`src/rtl/lockin_pkg.sv`:
```
// lockin_pkg: shared state type and arithmetic helpers for multichannel_lockin
package lockin_pkg;
  typedef enum logic [1:0] {IDLE, MAC, DUMP} state_e;
  function automatic int acc_width(input int w_in, input int decim_log2);
    return w_in + 1 + decim_log2;
  endfunction
  function automatic logic signed [63:0] scale_product(input logic signed [31:0] a,
                                                      input logic signed [31:0] b,
                                                      input int w);
    return (64'(a) * 64'(b)) >>> (w - 1);
  endfunction
endpackage

```
`src/rtl/lockin_mac_unit.sv`:
```
// lockin_mac_unit: reference latch plus the shared I/Q multiplier pair with floor shift
module lockin_mac_unit #(
  parameter int W_IN = 24
) (
  input  logic                   clk_i,
  input  logic                   reset_ni,
  input  logic                   load_i,
  input  logic [W_IN-1:0]        sin_i,
  input  logic [W_IN-1:0]        cos_i,
  input  logic [W_IN-1:0]        sig_i,
  output logic signed [W_IN:0]   p_i_o,
  output logic signed [W_IN:0]   p_q_o
);
  import lockin_pkg::*;
  logic [W_IN-1:0] sin_q, sin_d, cos_q, cos_d;
  always_comb begin
    sin_d = load_i ? sin_i : sin_q;
    cos_d = load_i ? cos_i : cos_q;
    p_i_o = (W_IN+1)'(scale_product(32'(signed'(sig_i)), 32'(signed'(cos_q)), W_IN));
    p_q_o = (W_IN+1)'(scale_product(32'(signed'(sig_i)), 32'(signed'(sin_q)), W_IN));
  end
  always_ff @(posedge clk_i) begin
    sin_q <= reset_ni ? sin_d : '0;
    cos_q <= reset_ni ? cos_d : '0;
  end
endmodule

```
`src/rtl/multichannel_lockin.sv`:
```
// multichannel_lockin: time-multiplexed I/Q lock-in demodulator with boxcar decimation
module multichannel_lockin #(
  parameter int NUM_CH     = 4,
  parameter int W_IN       = 24,
  parameter int W_OUT      = 32,
  parameter int DECIM_LOG2 = 4
) (
  input  logic                    clk_i,
  input  logic                    reset_ni,
  input  logic                    tick_i,
  input  logic                    clear_i,
  input  logic [NUM_CH*W_IN-1:0]  sig_i,
  input  logic [W_IN-1:0]         sin_i,
  input  logic [W_IN-1:0]         cos_i,
  output logic [NUM_CH*W_OUT-1:0] i_o,
  output logic [NUM_CH*W_OUT-1:0] q_o,
  output logic                    done_o,
  output logic                    busy_o,
  output logic                    overrun_o,
  output logic [31:0]             frame_count_o
);
  import lockin_pkg::*;
  localparam int AW = acc_width(W_IN, DECIM_LOG2);
  localparam int IW = NUM_CH > 1 ? $clog2(NUM_CH) : 1;
  localparam int CW = DECIM_LOG2 > 0 ? DECIM_LOG2 : 1;
  localparam logic [IW-1:0] LAST_CH  = IW'(NUM_CH - 1);
  localparam logic [CW-1:0] LAST_CNT = CW'((1 << DECIM_LOG2) - 1);
  if (W_OUT < W_IN + 1) begin : g_bad_w_out
    $error("W_OUT must be at least W_IN+1");
  end
  state_e                   state_q, state_d;
  logic [IW-1:0]            idx_q, idx_d;
  logic [CW-1:0]            cnt_q, cnt_d;
  logic [NUM_CH*W_IN-1:0]   sig_q, sig_d;
  logic signed [AW-1:0]     acc_i_q [NUM_CH];
  logic signed [AW-1:0]     acc_i_d [NUM_CH];
  logic signed [AW-1:0]     acc_q_q [NUM_CH];
  logic signed [AW-1:0]     acc_q_d [NUM_CH];
  logic [NUM_CH*W_OUT-1:0]  i_q, i_d, q_q, q_d;
  logic                     done_q, done_d, ovr_q, ovr_d;
  logic [31:0]              frame_q, frame_d;
  logic signed [W_IN:0]     p_i, p_q;
  logic                     load;
  // Mean keeps only the W_IN+1 meaningful bits, then sign-extends to the output width.
  function automatic logic [W_OUT-1:0] mean(input logic signed [AW-1:0] a);
    return W_OUT'(signed'((W_IN+1)'(a >>> DECIM_LOG2)));
  endfunction
  assign load = (state_q == IDLE) && tick_i && !clear_i;
  lockin_mac_unit #(.W_IN(W_IN)) u_mac (
    .clk_i   (clk_i),
    .reset_ni(reset_ni),
    .load_i  (load),
    .sin_i   (sin_i),
    .cos_i   (cos_i),
    .sig_i   (sig_q[idx_q*W_IN +: W_IN]),
    .p_i_o   (p_i),
    .p_q_o   (p_q)
  );
  always_comb begin
    state_d = state_q;
    idx_d   = idx_q;
    cnt_d   = cnt_q;
    sig_d   = sig_q;
    acc_i_d = acc_i_q;
    acc_q_d = acc_q_q;
    i_d     = i_q;
    q_d     = q_q;
    frame_d = frame_q;
    done_d  = 1'b0;
    ovr_d   = ovr_q | (tick_i & ~clear_i & (state_q != IDLE));
    if (clear_i) begin
      state_d = IDLE;
      idx_d   = '0;
      cnt_d   = '0;
      for (int k = 0; k < NUM_CH; k++) begin
        acc_i_d[k] = '0;
        acc_q_d[k] = '0;
      end
    end else begin
      unique case (state_q)
        IDLE: begin
          state_d = tick_i ? MAC : IDLE;
          idx_d   = tick_i ? '0 : idx_q;
          sig_d   = tick_i ? sig_i : sig_q;
        end
        MAC: begin
          acc_i_d[idx_q] = acc_i_q[idx_q] + AW'(p_i);
          acc_q_d[idx_q] = acc_q_q[idx_q] + AW'(p_q);
          idx_d = idx_q + 1'b1;
          if (idx_q == LAST_CH) begin
            idx_d   = '0;
            state_d = cnt_q == LAST_CNT ? DUMP : IDLE;
            cnt_d   = cnt_q == LAST_CNT ? cnt_q : cnt_q + 1'b1;
          end
        end
        default: begin
          for (int k = 0; k < NUM_CH; k++) begin
            i_d[k*W_OUT +: W_OUT] = mean(acc_i_q[k]);
            q_d[k*W_OUT +: W_OUT] = mean(acc_q_q[k]);
            acc_i_d[k] = '0;
            acc_q_d[k] = '0;
          end
          cnt_d   = '0;
          frame_d = frame_q + 32'd1;
          done_d  = 1'b1;
          state_d = IDLE;
        end
      endcase
    end
  end
  always_ff @(posedge clk_i) begin
    if (!reset_ni) begin
      state_q <= IDLE;
      idx_q   <= '0;
      cnt_q   <= '0;
      sig_q   <= '0;
      for (int k = 0; k < NUM_CH; k++) begin
        acc_i_q[k] <= '0;
        acc_q_q[k] <= '0;
      end
      i_q     <= '0;
      q_q     <= '0;
      done_q  <= 1'b0;
      ovr_q   <= 1'b0;
      frame_q <= '0;
    end else begin
      state_q <= state_d;
      idx_q   <= idx_d;
      cnt_q   <= cnt_d;
      sig_q   <= sig_d;
      acc_i_q <= acc_i_d;
      acc_q_q <= acc_q_d;
      i_q     <= i_d;
      q_q     <= q_d;
      done_q  <= done_d;
      ovr_q   <= ovr_d;
      frame_q <= frame_d;
    end
  end
  assign i_o           = i_q;
  assign q_o           = q_q;
  assign done_o        = done_q;
  assign busy_o        = state_q != IDLE;
  assign overrun_o     = ovr_q;
  assign frame_count_o = frame_q;
endmodule
```
`config.mk`:
```
export PLATFORM = sky130hd
export DESIGN_NAME = multichannel_lockin
export DESIGN_NICKNAME = d
export VERILOG_FILES = /design/src/rtl/lockin_pkg.sv /design/src/rtl/lockin_mac_unit.sv /design/src/rtl/multichannel_lockin.sv
export SDC_FILE = /design/constraint.sdc
export NUM_CORES = 2
export LEC_CHECK = 0
export ABC_AREA = 1
export CAP_MARGIN = 25
export CORE_UTILIZATION = 44
export CTS_CLUSTER_DIAMETER = 50
export DETAILED_ROUTE_END_ITERATION = 12
export PLACE_DENSITY_LB_ADDON = 0.12
export SLEW_MARGIN = 10
export SYNTH_ARGS = -nofsm -noshare
export SYNTH_HDL_FRONTEND = slang
export SYNTH_SLANG_ARGS = --single-unit
```
`constraint.sdc`:
```
create_clock -name clk_i -period 8.35 [get_ports clk_i]
set_input_delay 1.2525 -clock clk_i [delete_from_list [all_inputs] [get_ports clk_i]]
set_output_delay 1.2525 -clock clk_i [all_outputs]
set_load 0.05 [all_outputs]
```
==> results.yml <==
synth:
  yosysUniqueCellTypes: 61
  seq_area_frac_synth: 0.180
  netlist_instances: 8696
  yosys_register_bits: 618
  synth_nets: 10400
  async_flop_share: 0
  synth_area_um2: 68600
  syn_area_per_cell_um2: 7.89
  synth-edff-count: 0
  yosys_most_used_dff: "dfxtp_1"
  yosysWarnings: 0
place:
  io_buffer_count: 438
  dp_hpwl_mm: 200
  pre_cts_slack_ps: -1080
  routabilityCongestion: 0.961
min_path:
  min_from: "acc_q_q[29]"
  hold_class: "flip-flop to flip-flop"
  hold_depth: 2
timing:
  fin_crit_ps: 8820
  layout_setup_ws_ps: -465
  slew_violations: 0
  rsz0062_at_grt: "yes"
  clock_skew_ps: 114
  final_hold_viol_count: 0
  max_slew_margin: 0.270
  post-route-period-util: 1.06
  setup_viol_count_final: 187
  fmax_ghz: 0.113
  tightest_slew_ps: 1080
drt:
  postRouteAntennaNets: 0
  drc: 18
  vias: 62600
  wl_per_cell_um: 21.3
  routed_wl_mm: 254
  viasPerCell: 5.23
  first_pass_iters: 10
  dr.first_iter.drc_count: 5036
clocking:
  clockBufferDepth: 3
  numCtsBuffers: 88
  clk_latency_ps: 740
  cts_sinks: 618
  htreeDepth: 3
  ctsHoldBuffers: 0
  cts_tree: "built"
  cts_root_buffer: "clkbuf_16"
  path_clk_slew_ps: 60
critical_path:
  critPathMaxFanout: 7
  crit_path_max_incr_delay_ps: 600
  arrival_ps: 9370
  reg2reg_depth: 38
  critPathLaunchType: "flip-flop"
  timing.rr.end: "acc_q_q[55]"
  slowest_stage: "fa_2"
  cp-end-kind: "flip-flop"
  reg2reg_setup_slack_ps: -470
  timing.rr.start: "idx_q[0]"
  crit_start: "idx_q[0]"
  path_class: "flip-flop to flip-flop"
  endpoint: "acc_q_q[55]"
  cp.required_ps: 8910
finish:
  drive_above_1_share: 0.193
  nets: 11500
  area_growth_pct: 31.4
  seq_area_um2: 12400
  multi_input_comb_area_um2: 51300
  fin_util: 0.584
  fillers: 14100
run_status:
  violations: "DRC, setup timing"
  outcome: "finished, violations left"
pwr:
  finalPower_w: 0.0184
  power-per-cell-area_nw_per_um2: 204
  vdd_drop_max_mv: 0.167
  p_leak_nw: 42.1
flow_run:
  cap_violations: 0
global_route:
  grt_pass1_vias: 64900
  overflow: 0
  grt_start_max_net_pins: 187
  track_usage: 0.324
  antenna_found_initial: 6
  grt_pass1_wl_mm: 390
die:
  rows: 144
  die_area_um2: 158000
  initial_core_util: 0.444
  fp.dieW_um: 397
  core-area_um2: 154000
  io_pins: 439
  die_y_um: 397
-- sequential cells by signal, summed over array words and instances, names as in the netlist --
signal,flops
idx_q,2
i_o,100
acc_q_q,116
state_q,2
acc_i_q,116
overrun_o,1
frame_count_o,32
done_o,1
u_mac.cos_q,24
q_o,100
cnt_q,4
sig_q,96
u_mac.sin_q,24
-- cell usage in the layout, fill, tap and decap left out, types with 13 or more instances in the layout --
| cell | synthesis | final |
|---|---|---|
| clkinv_2 | 0 | 13 |
| o21ai_1 | 12 | 30 |
| nor2_4 | 4 | 23 |
| ha_1 | 322 | 251 |
| o21ai_2 | 2 | 18 |
| fa_2 | 0 | 56 |
| nand2_1 | 1403 | 1297 |
| xnor2_1 | 33 | 24 |
| inv_2 | 8 | 49 |
| fa_1 | 1214 | 1158 |
| a21o_1 | 14 | 13 |
| o21ai_0 | 544 | 507 |
| clkdlybuf4s50_1 | 0 | 437 |
| nand2_2 | 7 | 98 |
| nor3_1 | 30 | 18 |
| dfxtp_1 | 618 | 616 |
| a21oi_2 | 0 | 65 |
| nor2_2 | 6 | 81 |
| nand4_1 | 23 | 23 |
| ha_4 | 0 | 69 |
| nand3_1 | 225 | 195 |
| buf_6 | 1 | 42 |
| a21oi_1 | 586 | 509 |
| o22ai_1 | 21 | 21 |
| nand2_4 | 0 | 15 |
| nand3_2 | 0 | 29 |
| nor2_1 | 1315 | 1221 |
| or2_2 | 26 | 17 |
| xor2_1 | 68 | 43 |
| buf_12 | 0 | 130 |
| clkbuf_16 | 0 | 94 |
| xor2_2 | 0 | 15 |
| buf_8 | 0 | 16 |
| clkinv_1 | 22 | 13 |
| inv_1 | 1578 | 1526 |
| buf_4 | 56 | 896 |
| clkbuf_8 | 0 | 16 |
| o21a_1 | 16 | 16 |
-- how the worst min path moves through the flow --
| stage | end | slack, ps |
|---|---|---|
| finish | acc_q_q[29] | 470 |
| global route | acc_i_q[87] | 480 |
| CTS | acc_i_q[87] | 460 |
| detailed placement | acc_i_q[87] | 450 |
| global placement | acc_i_q[29] | 450 |
| floorplan | acc_i_q[29] | 440 |
-- per-layer routing --
metal,track usage,vias up,wire (um)
met4,0.108,2,9450
met1,0.452,31100,109000
met5,0,-,13
met3,0.0618,381,20900
met2,0.506,2474,115000
li1,-,28600,-
-- synthesized netlist by cell type (all sizes together) (4+ instances only) --
master | n | share of area
inv | 1587 | 0.087
nand2 | 1410 | 0.077
nor2 | 1325 | 0.073
fa | 1214 | 0.35
dfxtp | 618 | 0.18
a21oi | 586 | 0.043
o21ai | 558 | 0.041
clkbuf | 346 | 0.019
ha | 322 | 0.059
nand3 | 225 | 0.016
buf | 134 | 0.011
xor2 | 68 | 0.0087
xnor2 | 33 | 0.0042
nor3 | 32 | 0.0026
or2 | 26 | 0.0024
a31oi | 25 | 0.0023
nand4 | 25 | 0.0025
nor4 | 23 | 0.0026
clkinv | 22 | 0.0012
o22ai | 21 | 0.0019
o21a | 16 | 0.0018
o21bai | 15 | 0.0017
a21o | 14 | 0.0015
a21boi | 6 | 0.00066
a211oi | 5 | 0.00055
o211ai | 5 | 0.00055
a32o | 4 | 0.00058
a32oi | 4 | 0.00051
and3 | 4 | 0.00036
nand3b | 4 | 0.00044
-- worst max-delay path: cells and delay by family, from the launching register on --
kind            cells  cell delay (ps)
simple gates       11             1250
xor+xnor            1              300
buf+inv            10             1310
fa+ha+maj           9             4270
compound gates      7             1100
flops               1              400
-- final cells by class --
type,count,area share
Inverter,1609,0.0677
Clock buffer,114,0.0273
Antenna cell,2,0.0000555
Tap cell,2044,0.0284
Timing Repair Buffer,1531,0.163
Sequential cell,618,0.137
Clock inverter,47,0.00786
Multi-Input combinational cell,5989,0.569
-- through the flow --
stage	TNS, ps	cells	area [um2]	hold slack, ps
after global placement	-144640	11600	82000	446
after detailed placement	-153320	11600	82000	454
after CTS	-41210	11900	88100	463
final	-46920	12000	90200	465
after global routing	-107800	12000	90200	481
after floorplan	0	8696	68700	437
-- timing repair --
item / in CTS / in global routing
pin swaps: 143 / 147
cloned: 4 / 6
setup endpoints to repair: 205 / 205
setup buffers: 78 / 60
resized for setup: 486 / 352
-- kinds of logic (layout without fill, tap and decap cells) --
logic type,count (synthesis),count (layout),synth area share
other,0,2,0
AOI/OAI and AO/OA,1276,1276,0.0978
xor gates and xnor gates,101,101,0.0129
buffers and inverters,2089,3301,0.118
DFF,618,618,0.180
adders and majority gates,1536,1536,0.413
and+or+nand+nor,3076,3076,0.178
-- power by group --
part	switching [W]	internal (W)
sequential	0.0000530	0.00302
clock	0.00159	0.00243
combinational	0.00618	0.00508
No activity file was read; power rests on OpenSTA's default activity.
